File: config.mk
export PLATFORM = sky130hd
export DESIGN_NAME = cr16_control_fsm
export DESIGN_NICKNAME = d
export VERILOG_FILES = /design/src/rtl/cr16_pkg.sv /design/src/rtl/cr16_cond_eval.sv /design/src/rtl/cr16_control_fsm.sv
export SDC_FILE = /design/constraint.sdc
export NUM_CORES = 1
export LEC_CHECK = 0
export CORE_ASPECT_RATIO = 1.1
export CORE_UTILIZATION = 37
export DETAILED_ROUTE_END_ITERATION = 12
export HOLD_SLACK_MARGIN = 0.03
export PLACE_DENSITY = 0.83
export RECOVER_POWER = 100
export SLEW_MARGIN = 25
export SYNTH_ARGS = -nofsm -noshare
export SYNTH_HDL_FRONTEND = slang
export SYNTH_SLANG_ARGS = --single-unit
File: constraint.sdc
create_clock -name I_CLK -period 5.41 [get_ports I_CLK]
set_input_delay 1.623 -clock I_CLK [delete_from_list [all_inputs] [get_ports I_CLK]]
set_output_delay 1.623 -clock I_CLK [all_outputs]
set_load 0.05 [all_outputs]
File: src/rtl/cr16_pkg.sv
// Shared encodings for the CR16 controller: states, opcodes/opexts, condition codes,
// flag bit positions, mux selects and the instruction-class decoder.
package cr16_pkg;

   localparam int FLAG_W  = 5;
   localparam int INSTR_W = 16;

   typedef enum logic [2:0] {
      ST_FETCH     = 3'd0,
      ST_DECODE    = 3'd1,
      ST_EXECUTE   = 3'd2,
      ST_MEM       = 3'd3,
      ST_WRITEBACK = 3'd4
   } state_e;

   localparam logic [3:0] OP_REG     = 4'b0000;
   localparam logic [3:0] OP_ANDI    = 4'b0001;
   localparam logic [3:0] OP_ORI     = 4'b0010;
   localparam logic [3:0] OP_XORI    = 4'b0011;
   localparam logic [3:0] OP_SPECIAL = 4'b0100;
   localparam logic [3:0] OP_ADDI    = 4'b0101;
   localparam logic [3:0] OP_SHIFT   = 4'b1000;
   localparam logic [3:0] OP_SUBI    = 4'b1001;
   localparam logic [3:0] OP_CMPI    = 4'b1011;
   localparam logic [3:0] OP_BCOND   = 4'b1100;
   localparam logic [3:0] OP_MOVI    = 4'b1101;
   localparam logic [3:0] OP_LUI     = 4'b1111;

   localparam logic [3:0] EXT_AND   = 4'b0001;
   localparam logic [3:0] EXT_OR    = 4'b0010;
   localparam logic [3:0] EXT_XOR   = 4'b0011;
   localparam logic [3:0] EXT_ADD   = 4'b0101;
   localparam logic [3:0] EXT_SUB   = 4'b1001;
   localparam logic [3:0] EXT_CMP   = 4'b1011;
   localparam logic [3:0] EXT_MOV   = 4'b1101;
   localparam logic [3:0] EXT_LOAD  = 4'b0000;
   localparam logic [3:0] EXT_STOR  = 4'b0100;
   localparam logic [3:0] EXT_JAL   = 4'b1000;
   localparam logic [3:0] EXT_JCOND = 4'b1100;

   localparam logic [3:0] CC_EQ = 4'b0000;
   localparam logic [3:0] CC_NE = 4'b0001;
   localparam logic [3:0] CC_CS = 4'b0010;
   localparam logic [3:0] CC_CC = 4'b0011;
   localparam logic [3:0] CC_HI = 4'b0100;
   localparam logic [3:0] CC_LS = 4'b0101;
   localparam logic [3:0] CC_GT = 4'b0110;
   localparam logic [3:0] CC_LE = 4'b0111;
   localparam logic [3:0] CC_FS = 4'b1000;
   localparam logic [3:0] CC_FC = 4'b1001;
   localparam logic [3:0] CC_LO = 4'b1010;
   localparam logic [3:0] CC_HS = 4'b1011;
   localparam logic [3:0] CC_LT = 4'b1100;
   localparam logic [3:0] CC_GE = 4'b1101;
   localparam logic [3:0] CC_UC = 4'b1110;
   localparam logic [3:0] CC_NV = 4'b1111;

   localparam int FLAG_C = 4;
   localparam int FLAG_L = 3;
   localparam int FLAG_F = 2;
   localparam int FLAG_Z = 1;
   localparam int FLAG_N = 0;

   localparam logic [1:0] PC_SEL_INC  = 2'b00;
   localparam logic [1:0] PC_SEL_DISP = 2'b01;
   localparam logic [1:0] PC_SEL_RSRC = 2'b10;

   localparam logic [1:0] WB_SEL_ALU  = 2'b00;
   localparam logic [1:0] WB_SEL_MEM  = 2'b01;
   localparam logic [1:0] WB_SEL_LINK = 2'b10;

   typedef enum logic [2:0] {
      CLS_NOP,
      CLS_ALU,
      CLS_CMP,
      CLS_BCOND,
      CLS_JCOND,
      CLS_JAL,
      CLS_LOAD,
      CLS_STOR
   } iclass_e;

   typedef struct packed {
      iclass_e cls;
      logic    sets_flags;
   } instr_dec_t;

   function automatic instr_dec_t decode_instr(input logic [3:0] opcode, input logic [3:0] opext);
      instr_dec_t dec;
      dec.cls        = CLS_NOP;
      dec.sets_flags = 1'b0;
      case (opcode)
         OP_REG: begin
            case (opext)
               EXT_AND, EXT_OR, EXT_XOR, EXT_MOV: dec.cls = CLS_ALU;
               EXT_ADD, EXT_SUB: begin
                  dec.cls        = CLS_ALU;
                  dec.sets_flags = 1'b1;
               end
               EXT_CMP: begin
                  dec.cls        = CLS_CMP;
                  dec.sets_flags = 1'b1;
               end
               default: dec.cls = CLS_NOP;
            endcase
         end
         OP_ANDI, OP_ORI, OP_XORI, OP_MOVI, OP_LUI, OP_SHIFT: dec.cls = CLS_ALU;
         OP_ADDI, OP_SUBI: begin
            dec.cls        = CLS_ALU;
            dec.sets_flags = 1'b1;
         end
         OP_CMPI: begin
            dec.cls        = CLS_CMP;
            dec.sets_flags = 1'b1;
         end
         OP_SPECIAL: begin
            case (opext)
               EXT_LOAD:  dec.cls = CLS_LOAD;
               EXT_STOR:  dec.cls = CLS_STOR;
               EXT_JAL:   dec.cls = CLS_JAL;
               EXT_JCOND: dec.cls = CLS_JCOND;
               default:   dec.cls = CLS_NOP;
            endcase
         end
         OP_BCOND: dec.cls = CLS_BCOND;
         default:  dec.cls = CLS_NOP;
      endcase
      return dec;
   endfunction

endpackage

File: src/rtl/cr16_cond_eval.sv
// Combinational branch/jump condition evaluator: (cond, {C,L,F,Z,N}) -> taken.
// Zero latency, no state, no handshake.
module cr16_cond_eval
   import cr16_pkg::*;
(
   input  logic [3:0]        cond,
   input  logic [FLAG_W-1:0] flags,
   output logic              taken
);

   logic c_flag, l_flag, f_flag, z_flag, n_flag;

   assign c_flag = flags[FLAG_C];
   assign l_flag = flags[FLAG_L];
   assign f_flag = flags[FLAG_F];
   assign z_flag = flags[FLAG_Z];
   assign n_flag = flags[FLAG_N];

   always_comb begin
      taken = 1'b0;
      case (cond)
         CC_EQ: taken = z_flag;
         CC_NE: taken = ~z_flag;
         CC_CS: taken = c_flag;
         CC_CC: taken = ~c_flag;
         CC_HI: taken = l_flag;
         CC_LS: taken = ~l_flag;
         CC_GT: taken = n_flag;
         CC_LE: taken = ~n_flag;
         CC_FS: taken = f_flag;
         CC_FC: taken = ~f_flag;
         CC_LO: taken = ~l_flag & ~z_flag;
         CC_HS: taken = l_flag | z_flag;
         CC_LT: taken = ~n_flag & ~z_flag;
         CC_GE: taken = n_flag | z_flag;
         CC_UC: taken = 1'b1;
         CC_NV: taken = 1'b0;
         default: taken = 1'b0;
      endcase
   end

endmodule

File: src/rtl/cr16_control_fsm.sv
// Multi-cycle CR16 sequencer: ALU/branch 3 cycles, STOR 4, LOAD 5, plus memory waits.
// FETCH and MEM hold their request steady until I_MEM_READY; sync reset zeroes all outputs.
module cr16_control_fsm
   import cr16_pkg::*;
#(
   parameter int P_FLAG_WIDTH  = FLAG_W,
   parameter int P_INSTR_WIDTH = INSTR_W
) (
   input  logic                     I_CLK,
   input  logic                     I_RESET,
   input  logic [P_INSTR_WIDTH-1:0] I_INSTR,
   input  logic [P_FLAG_WIDTH-1:0]  I_FLAGS,
   input  logic                     I_MEM_READY,
   output logic                     O_MEM_REQ,
   output logic                     O_MEM_WE,
   output logic                     O_ADDR_SEL,
   output logic                     O_IR_EN,
   output logic                     O_PC_EN,
   output logic [1:0]               O_PC_SEL,
   output logic                     O_RF_WE,
   output logic [1:0]               O_WB_SEL,
   output logic                     O_FLAGS_EN,
   output logic                     O_BRANCH_TAKEN,
   output logic [2:0]               O_STATE
);

   state_e     state_q, state_d;
   instr_dec_t dec;
   logic       cond_taken;
   logic       rsrc_unused;

   // Rsrc only steers the datapath address/PC muxes, never the sequencing.
   assign rsrc_unused = ^I_INSTR[3:0];

   assign dec = decode_instr(I_INSTR[15:12], I_INSTR[7:4]);

   cr16_cond_eval u_cond_eval (
      .cond  (I_INSTR[11:8]),
      .flags (I_FLAGS),
      .taken (cond_taken)
   );

   always_ff @(posedge I_CLK) begin
      if (I_RESET) begin
         state_q <= ST_FETCH;
      end else begin
         state_q <= state_d;
      end
   end

   always_comb begin
      state_d        = ST_FETCH;
      O_MEM_REQ      = 1'b0;
      O_MEM_WE       = 1'b0;
      O_ADDR_SEL     = 1'b0;
      O_IR_EN        = 1'b0;
      O_PC_EN        = 1'b0;
      O_PC_SEL       = PC_SEL_INC;
      O_RF_WE        = 1'b0;
      O_WB_SEL       = WB_SEL_ALU;
      O_FLAGS_EN     = 1'b0;
      O_BRANCH_TAKEN = 1'b0;
      O_STATE        = 3'd0;

      if (!I_RESET) begin
         O_STATE = state_q;
         case (state_q)
            ST_FETCH: begin
               O_MEM_REQ = 1'b1;
               if (I_MEM_READY) begin
                  O_IR_EN = 1'b1;
                  state_d = ST_DECODE;
               end else begin
                  state_d = ST_FETCH;
               end
            end

            ST_DECODE: state_d = ST_EXECUTE;

            ST_EXECUTE: begin
               O_FLAGS_EN = dec.sets_flags;
               case (dec.cls)
                  CLS_ALU: begin
                     O_RF_WE  = 1'b1;
                     O_WB_SEL = WB_SEL_ALU;
                     O_PC_EN  = 1'b1;
                  end
                  CLS_CMP: O_PC_EN = 1'b1;
                  CLS_BCOND: begin
                     O_PC_EN        = 1'b1;
                     O_BRANCH_TAKEN = cond_taken;
                     O_PC_SEL       = cond_taken ? PC_SEL_DISP : PC_SEL_INC;
                  end
                  CLS_JCOND: begin
                     O_PC_EN        = 1'b1;
                     O_BRANCH_TAKEN = cond_taken;
                     O_PC_SEL       = cond_taken ? PC_SEL_RSRC : PC_SEL_INC;
                  end
                  CLS_JAL: begin
                     O_RF_WE  = 1'b1;
                     O_WB_SEL = WB_SEL_LINK;
                     O_PC_EN  = 1'b1;
                     O_PC_SEL = PC_SEL_RSRC;
                  end
                  CLS_LOAD, CLS_STOR: state_d = ST_MEM;
                  default: O_PC_EN = 1'b1;
               endcase
            end

            ST_MEM: begin
               O_MEM_REQ  = 1'b1;
               O_ADDR_SEL = 1'b1;
               O_MEM_WE   = (dec.cls == CLS_STOR);
               if (!I_MEM_READY) begin
                  state_d = ST_MEM;
               end else if (dec.cls == CLS_STOR) begin
                  O_PC_EN = 1'b1;
                  state_d = ST_FETCH;
               end else begin
                  state_d = ST_WRITEBACK;
               end
            end

            ST_WRITEBACK: begin
               O_RF_WE  = 1'b1;
               O_WB_SEL = WB_SEL_MEM;
               O_PC_EN  = 1'b1;
            end

            default: state_d = ST_FETCH;
         endcase
      end
   end

endmodule

After elaboration in Yosys (flattened, before gate mapping)
Cells that the tools add are included.
Widths: inputs -> output; s select.
{"block": "word_totals", "in_bits": 24, "output_inout_bits": 15, "ff_bits": 3, "elab_cells": 110}
{"block": "op_classes", "reduce_logical": 12, "n_mux": 42, "bitwise_logic": 9, "n_eq_ne": 46}
{"cell": "$eq 4x4->1 const B", "n": 19}
{"cell": "$eq 4x3->1 const B", "n": 8}
{"cell": "$eq 4x2->1 const B", "n": 6}
{"cell": "$pmux 3 s4", "n": 2}
{"cell": "$mux 1", "n": 23}
{"cell": "$pmux 1 s16", "n": 1}
{"cell": "$eq 3x3->1 const B", "n": 5}
{"cell": "$pmux 3 s5", "n": 1}
{"cell": "$eq 4x1->1 const B", "n": 3}
{"cell": "$logic_not 4->1", "n": 3}
{"cell": "$mux 2", "n": 6}
{"cell": "$eq 3x2->1 const B", "n": 3}
{"cell": "$mux 3", "n": 3}
{"cell": "$pmux 2 s2", "n": 2}
{"cell": "$reduce_or 2->1", "n": 4}
{"cell": "$reduce_or 8->1", "n": 1}
{"cell": "$eq 3x1->1 const B", "n": 2}
{"cell": "$pmux 2 s3", "n": 1}
{"cell": "$reduce_or 3->1", "n": 2}
{"cell": "$reduce_or 6->1", "n": 1}
{"cell": "$not 1->1", "n": 5}
{"cell": "$pmux 1 s2", "n": 2}
{"cell": "$logic_not 3->1", "n": 1}
{"cell": "$pmux 1 s3", "n": 1}
{"cell": "2 further kinds", "n": 4}

Logic depth before layout (Yosys ltp)
Gate-level depths: netlist of run 1.
{"block": "logic_depth", "word_depth": 9, "ltp_mapped": 5}

Cells and area by module
From an unflattened synthesis of run 1, not the netlist that was laid out.
{"block": "hier_totals", "hier_cells": 95, "hier_area_um2": 715.7}
{"mod": "cr16_control_fsm", "instances": 1, "area_per_inst_um2": 531.8, "cells_per_inst": 72}
{"mod": "cr16_cond_eval", "instances": 1, "area_per_inst_um2": 183.9, "cells_per_inst": 23}

Worst setup path before layout of run 1
No wires, ideal clock.
{"block": "synth_path", "kind": "in2out", "start": "input port I_INSTR[14]", "end": "output port O_MEM_WE", "path_buffers": 0, "t_arrival_ps": 3711, "path_stages": 5, "setup_slack_ps": 76, "t_required_ps": 3787, "cell_sequence": "or4b_2 > o211ai_2 > o32ai_2 > nand2b_4 > nor3_1"}
{"block": "synth_between", "elab_chain_len": 6, "word_cells_on_any_way": 17, "classes_between": "12 x eq/ne; 3 x mux; 2 x reduce/logical"}
{"element": "start: declaration", "line": "cr16_control_fsm.sv:11", "text": "input logic [P_INSTR_WIDTH-1:0] I_INSTR,"}
{"element": "$eq 4x3->1 (tied with other cells)", "line": "cr16_pkg.sv:92", "text": "case (opcode)"}
{"element": "$reduce_or 8->1 (no source line)"}
{"element": "$pmux 3 s5 (*)", "line": "cr16_pkg.sv:92"}
{"element": "$eq 3x3->1 (*)", "line": "cr16_control_fsm.sv:113", "text": "O_MEM_WE = (dec.cls == CLS_STOR);"}
{"element": "$mux 1 (*)", "line": "cr16_control_fsm.sv:67", "text": "case (state_q)"}
{"element": "$mux 1 (*)", "line": "cr16_control_fsm.sv:65", "text": "if (!I_RESET) begin"}
{"element": "end: declaration", "line": "cr16_control_fsm.sv:15", "text": "output logic O_MEM_WE,"}
Mark *: on every way between the ends. The rest lies on a longest branch, timed or not.

Worst setup path after layout of run 1
Same ends and word-level chain as after synthesis.

==> results of run 1 <==
[worst paths after layout]
check / slack, ns / depth (start not counted) / from / to
worst min register to register: 0.61 / 2 / state_q[2]$_SDFF_PP0_ / state_q[0]$_SDFF_PP0_
worst min-delay path: 0.61 / 2 / state_q[2]$_SDFF_PP0_ / state_q[0]$_SDFF_PP0_
worst max-delay path: 0.1 / 8 / I_INSTR[14] / O_MEM_WE
worst max register to register: 4.36 / 2 / state_q[1]$_SDFF_PP0_ / state_q[0]$_SDFF_PP0_
[worst max-delay path, cell delays in order]
cell                              delay (ns)
sky130_fd_sc_hd__clkdlybuf4s50_1        0.53
sky130_fd_sc_hd__or4b_4                 0.52
sky130_fd_sc_hd__nor4_4                 0.34
sky130_fd_sc_hd__buf_4                  0.21
sky130_fd_sc_hd__nand2b_4               0.06
sky130_fd_sc_hd__nor3_1                 0.14
sky130_fd_sc_hd__buf_4                  0.15
sky130_fd_sc_hd__buf_12                 0.12
[layout by cell type, fill, tap and decap left out, types with 2 or more instances in the layout]
cell type | Yosys | final
sky130_fd_sc_hd__clkdlybuf4s50_1 | 0 | 24
sky130_fd_sc_hd__nor2_1 | 11 | 11
sky130_fd_sc_hd__buf_4 | 0 | 10
sky130_fd_sc_hd__nand2_1 | 9 | 9
sky130_fd_sc_hd__nor2b_1 | 9 | 9
sky130_fd_sc_hd__buf_12 | 0 | 7
sky130_fd_sc_hd__nor3_1 | 6 | 6
sky130_fd_sc_hd__inv_1 | 3 | 3
sky130_fd_sc_hd__o21ai_0 | 3 | 3
sky130_fd_sc_hd__a21oi_1 | 3 | 3
sky130_fd_sc_hd__clkbuf_4 | 0 | 3
sky130_fd_sc_hd__dfxtp_1 | 3 | 3
sky130_fd_sc_hd__or2b_1 | 2 | 2
sky130_fd_sc_hd__nor4bb_1 | 2 | 2
sky130_fd_sc_hd__a31oi_1 | 2 | 2
sky130_fd_sc_hd__mux2i_1 | 2 | 2
sky130_fd_sc_hd__xnor2_1 | 2 | 2
sky130_fd_sc_hd__nand2b_1 | 2 | 2
sky130_fd_sc_hd__nand3_1 | 2 | 2
[per-layer routing]
layer / GRT usage [%] / share of wire (%)
met5: 0 / 0
met4: 8.28 / 0.82
met3: 5.64 / 4.5
met2: 37.7 / 52
met1: 26.8 / 43
[final cells by class]
class | instances | share of cell area [%]
clock buffer | 4 | 2.44
timing repair buffer | 41 | 42.3
inverter | 3 | 1.05
multi-input combinational | 76 | 46.8
sequential | 3 | 5.57
tap | 16 | 1.86
[where the power goes]
group	internal (mW)	total, mW	switching, mW
Sequential	0.0232	0.0252	0.00197
Combinational	0.0307	0.0605	0.0298
Clock	0.0276	0.0393	0.0117
Total	0.0815	0.125	0.0434
[metrics by stage]
step	std cells	hold slack (ns)	area [um2]	worst slack [ns]	total power [mW]
after floorplan	83	0.544	579	0.0758	0.0551
after global placement	137	0.590	1040	0.148	0.0842
after global routing	143	0.654	1080	-0.0000799	0.132
after detailed placement	137	0.601	1040	0.130	0.0855
final	143	0.615	1080	0.0993	0.125
after CTS	141	0.613	1060	0.117	0.125
[logic make-up after synthesis]
| group | Yosys count |
|---|---|
| buffers and inverters | 4 |
| AOI/OAI and AO/OA | 17 |
| xor gates and xnor gates | 2 |
| DFF | 3 |
| and+or+nand+nor | 55 |
| muxes | 2 |
[what timing repair did]
item                                    4_1_cts  5_1_grt
hold buffers                                  0        0
setup buffers                                 0        2
hold endpoints to repair                      0        0
endpoints found under the setup margin        0        1
==> impl_metrics.py, run 1 <==
metrics = {
    "setup_path": {
        "timing.setup.critical_path_class": "input port to output port",
        "timing.critical_path.arrival_ns": 3.69,
        "crit_path_start_kind": "input port",
        "path_max_fanout": 5,
        "crit_path_required_time_ns": 3.79,
        "timing.critical_path.to_type": "output port",
    },
    "detailed_routing": {
        "viasPerCell": 5.54,
        "num_vias": 792,
        "initialDrtViolationCount": 15,
        "drt_drc_violations_left": 0,
        "wl_per_cell_um": 11.9,
        "drt_first_pass_iters": 4,
        "finalWirelength_mm": 1.71,
        "ant_nets": 0,
    },
    "synthesis": {
        "synthTopCellsByCount": "sky130_fd_sc_hd__nor2_1 (11), sky130_fd_sc_hd__nand2_1 (9), sky130_fd_sc_hd__nor2b_1 (9)",
        "synth_adder_area_share_pct": 0,
        "yosysWarningCount": 0,
        "dominantRegCellSynth": "sky130_fd_sc_hd__dfxtp_1",
        "ys_types": 37,
        "synth_seq_area_share_pct": 10.4,
        "synth_compound_area_share_pct": 23.1,
        "yosys.cell_count.top_type": "sky130_fd_sc_hd__nor2_1",
        "largest_cells_by_area_after_synthesis": "sky130_fd_sc_hd__dfxtp_1 (10%), sky130_fd_sc_hd__nor2b_1 (9.7%), sky130_fd_sc_hd__nor2_1 (7.1%), sky130_fd_sc_hd__nand2_1 (5.8%), sky130_fd_sc_hd__nor3_1 (5.2%)",
        "post_synth.cell_area_avg_um2": 6.98,
        "synth_xor_xnor_area_share_pct": 3.02,
        "synth-seq-cells": 3,
        "postSynthCellCount": 83,
        "synth.largest_area_cell": "sky130_fd_sc_hd__dfxtp_1",
        "synthesis.area_um2": 579,
        "synth_simple_gate_area_share_pct": 57.5,
        "synth.mux.area_fraction_pct": 3.46,
        "synth_top_area_share_pct": 10.4,
        "postSynthNetCount": 107,
        "ys_async_sr_fraction_pct": 0,
        "number_of_flops_mapped_to_enable_cells_by_yosys": 0,
        "synth_top_family_by_area": "simple AND/OR/NAND/NOR gates",
    },
    "finish": {
        "areaGrowthSynthToFinish_pct": 86.0,
        "final_core_util_pct": 75.9,
        "largest_registers": "state_q: 3 flops",
        "number_of_fill_cells_in_the_layout": 114,
        "largest_register_ff_count": 3,
        "final_net_count": 152,
        "layout_cells_sized_above_1_pct": 22.0,
        "antenna-diode-count": 0,
        "multiInputGateArea_um2": 504,
        "regArea_um2": 60.1,
        "top_register": "state_q",
    },
    "placement": {
        "gp_congestion": 0.793,
        "dp_hpwl_mm": 1.36,
        "count_of_input_and_output_buffers": 34,
    },
    "pwr": {
        "ir_worst_vdd_mv": 0.0914,
        "power_per_cell_area_nw_per_um2": 116,
        "cellLeakagePower_nw": 0.426,
    },
    "global_routing": {
        "grt_start_max_net_pins": 11,
        "grt_pass1_vias": 717,
        "grt_use_total_pct": 22.5,
        "grt_overflow": 0,
        "grt_first_pass_wirelength_mm": 2.81,
        "grt_antenna_before_repair": 0,
    },
    "clocking": {
        "tritoncts": "done",
        "cts-root-buf": "sky130_fd_sc_hd__clkbuf_4",
        "h-tree-depth": 1,
        "clkLatencyLatePin_ns": 0.23,
        "cts_resized": 0,
        "cts_inserted_buffers": 3,
        "cts_sinks": 3,
        "clock_tree.buffer_depth": 2,
        "cts.reportedPaths.clkPinSlew_ns": 0.04,
    },
    "floorplanning": {
        "dieWidth_um": 39.7,
        "die-height_um": 43.5,
        "boundaryPins": 39,
        "start_util_pct": 40.8,
        "std_cell_rows": 14,
        "fp.dieArea_um2": 1730,
        "coreArea_um2": 1420,
    },
    "timing": {
        "fin_crit_sh_pct": 98.2,
        "finalSetupTns_ns": 0,
        "max_freq_ghz": 0.188,
        "relSlewSlack_pct": 66.5,
        "drv_slew": 0,
        "finalCriticalPeriod_ns": 5.31,
        "timing_worst_slew_pin_value_ns": 0.501,
        "hold_viol": 0,
        "fin_skew_ns": 0.00544,
        "final-setup-viol-count": 0,
    },
    "outcome": {
        "run_status": "finished, final reports clean",
    },
    "worst_hold_path": {
        "min_path_type": "register to register",
    },
    "run": {
        "max-cap-violations": 0,
    },
}
Note: power is estimated with default switching activity, not from simulation.
==> run 2, diff against run 1 <==
CTS_BUF_LIST = sky130_fd_sc_hd__clkbuf_16   (was unset)
MAX_ROUTING_LAYER = met4   (was unset)
TNS_END_PERCENT = 30   (was unset)
==> impl_metrics.py, run 2 (synthesis results as in run 1) <==
metrics = {
    "setup_path": {
        "critPathTopFamily": "simple AND/OR/NAND/NOR gates",
        "path_max_fanout": 5,
        "timing.critical_path.to_type": "output port",
        "timing.reg2reg.worst_path_depth": 2,
        "crit_path_max_incr_delay_ns": 0.73,
        "timing.critical_path.arrival_ns": 3.72,
        "critical-path-slowest-cell": "sky130_fd_sc_hd__or4b_2",
        "critical_path.reg2reg.endpoint": "state_q[0]$_SDFF_PP0_",
        "timing.setup.critical_path_class": "input port to output port",
        "crit-reg2reg-launch": "state_q[1]$_SDFF_PP0_",
        "cp_cell_sequence": "clkdlybuf4s50_1 -> or4b_2 -> o211ai_2 -> o32ai_2 -> o41ai_2 -> buf_12",
        "crit_path_start_kind": "input port",
        "cp.buffers_inverters": 2,
        "crit_path_required_time_ns": 3.79,
        "timing.reg2reg.setup_slack_ns": 4.35,
    },
    "placement": {
        "count_of_input_and_output_buffers": 34,
        "dp_hpwl_mm": 1.36,
        "place_inst": 137,
        "dpl_cell_area_um2": 1040,
        "gp_congestion": 0.804,
    },
    "finish": {
        "layout_cells_sized_above_1_pct": 18.8,
        "fin_cells": 144,
        "top_register": "state_q",
        "final_net_count": 153,
        "areaGrowthSynthToFinish_pct": 86.2,
        "antenna-diode-count": 0,
        "regArea_um2": 60.1,
        "layout_commonest_cell": "sky130_fd_sc_hd__clkdlybuf4s50_1",
        "largest_registers": "state_q: 3 flops",
        "layout.cell_area.non_filler_um2": 1080,
        "largest_register_ff_count": 3,
        "multiInputGateArea_um2": 504,
        "number_of_fill_cells_in_the_layout": 115,
        "layout.cells.most_common_list": "sky130_fd_sc_hd__clkdlybuf4s50_1 (18), sky130_fd_sc_hd__nor2_1 (11), sky130_fd_sc_hd__nand2_1 (9), sky130_fd_sc_hd__nor2b_1 (9), sky130_fd_sc_hd__buf_4 (8)",
    },
    "timing": {
        "relSlewSlack_pct": 59.9,
        "hold_viol": 0,
        "final-setup-viol-count": 0,
        "drv_slew": 0,
        "grt_setup_unrepaired": "false",
        "finalSetupTns_ns": 0,
        "fin_skew_ns": 0.00187,
        "finalCriticalPeriod_ns": 5.34,
        "timing_worst_slew_pin_value_ns": 0.604,
        "holdWs_ns": 0.614,
        "fin_crit_sh_pct": 98.7,
        "max_freq_ghz": 0.187,
    },
    "run": {
        "max-cap-violations": 0,
    },
    "global_routing": {
        "grt_first_pass_wirelength_mm": 3.08,
        "grt_start_max_net_pins": 11,
        "grt_use_total_pct": 25.9,
        "grt_pass1_vias": 747,
        "grt_antenna_before_repair": 0,
        "grt_overflow": 0,
    },
    "clocking": {
        "cts_inserted_buffers": 3,
        "h-tree-depth": 1,
        "cts_resized": 0,
        "clkLatencyLatePin_ns": 0.23,
        "tritoncts": "done",
        "post_cts_hold_buffer_count": 0,
        "cts_sinks": 3,
        "cts-root-buf": "sky130_fd_sc_hd__clkbuf_16",
        "cts.reportedPaths.clkPinSlew_ns": 0.03,
        "clock_tree.buffer_depth": 2,
    },
    "floorplanning": {
        "boundaryPins": 39,
        "start_util_pct": 40.8,
        "dieWidth_um": 39.7,
        "coreArea_um2": 1420,
        "std_cell_rows": 14,
        "die-height_um": 43.5,
        "fp.dieArea_um2": 1730,
    },
    "worst_hold_path": {
        "min_path_type": "register to register",
        "cells_on_worst_hold_path": 2,
        "hold_path_startpoint": "state_q[2]$_SDFF_PP0_",
        "holdPathEnd": "state_q[0]$_SDFF_PP0_",
    },
    "detailed_routing": {
        "num_vias": 806,
        "drt_first_pass_iters": 4,
        "ant_nets": 0,
        "finalWirelength_mm": 1.86,
        "initialDrtViolationCount": 7,
        "wl_per_cell_um": 12.9,
        "drt_drc_violations_left": 0,
        "viasPerCell": 5.60,
    },
    "outcome": {
        "run_status": "finished, final reports clean",
    },
    "pwr": {
        "cellLeakagePower_nw": 0.462,
        "power_per_cell_area_nw_per_um2": 187,
        "ir_worst_vdd_mv": 0.192,
    },
}
-- run 2: worst max-delay path by stage --
stage | cells past startpoint | startpoint | slack (ns) | end
global placement | 6 | I_INSTR[14] | 0.15 | O_RF_WE
finish | 6 | I_INSTR[14] | 0.07 | O_RF_WE
detailed placement | 6 | I_INSTR[14] | 0.13 | O_RF_WE
floorplan | 5 | I_INSTR[14] | 0.08 | O_MEM_WE
global route | 6 | I_INSTR[14] | 0.01 | O_RF_WE
CTS | 6 | I_INSTR[14] | 0.06 | O_RF_WE
-- run 2: where the power goes --
group | internal (mW) | switching (mW) | leakage (nW)
registers | 0.0233 | 0.00199 | 0.0245
logic | 0.0286 | 0.0301 | 0.396
clock network | 0.0955 | 0.0221 | 0.0423
-- run 2: layer usage --
| metal | up-vias | wire length (um) | GRT usage, % |
|---|---|---|---|
| li1 | 404 | - | - |
| met1 | 364 | 757 | 30.3 |
| met2 | 32 | 958 | 42.3 |
| met3 | 6 | 98 | 6.15 |
| met4 | 0 | 50 | 8.28 |
| met5 | - | 0 | - |
-- run 2: layout make-up --
type	count	area share, %
multi-input cells	76	46.8
repair buffers	42	37.5
clock buffers	3	6.96
flip-flops and latches	3	5.57
well taps	16	1.86
inverters	3	1.04
clock inverters	1	0.348
-- run 2: timing repair --
item,CTS,global route
setup endpoints to repair,0,1
buffers inserted,0,3
hold endpoints to repair,0,0
-- run 2: worst reg2reg max path, stage by stage, from the launching register on --
cell and delay (ns):
sky130_fd_sc_hd__dfxtp_1 0.44, sky130_fd_sc_hd__inv_1 0.16, sky130_fd_sc_hd__o311a_1 0.35
-- run 2: metrics by stage --
stage	setup slack, ns	power [mW]	utilization [%]
global route	0.0111	0.209	76.0
CTS	0.0588	0.203	78.6
detailed placement	0.130	0.0855	73.0
finish	0.0696	0.202	76.0
global placement	0.148	0.0842	73.0
floorplan	0.0758	0.0551	-
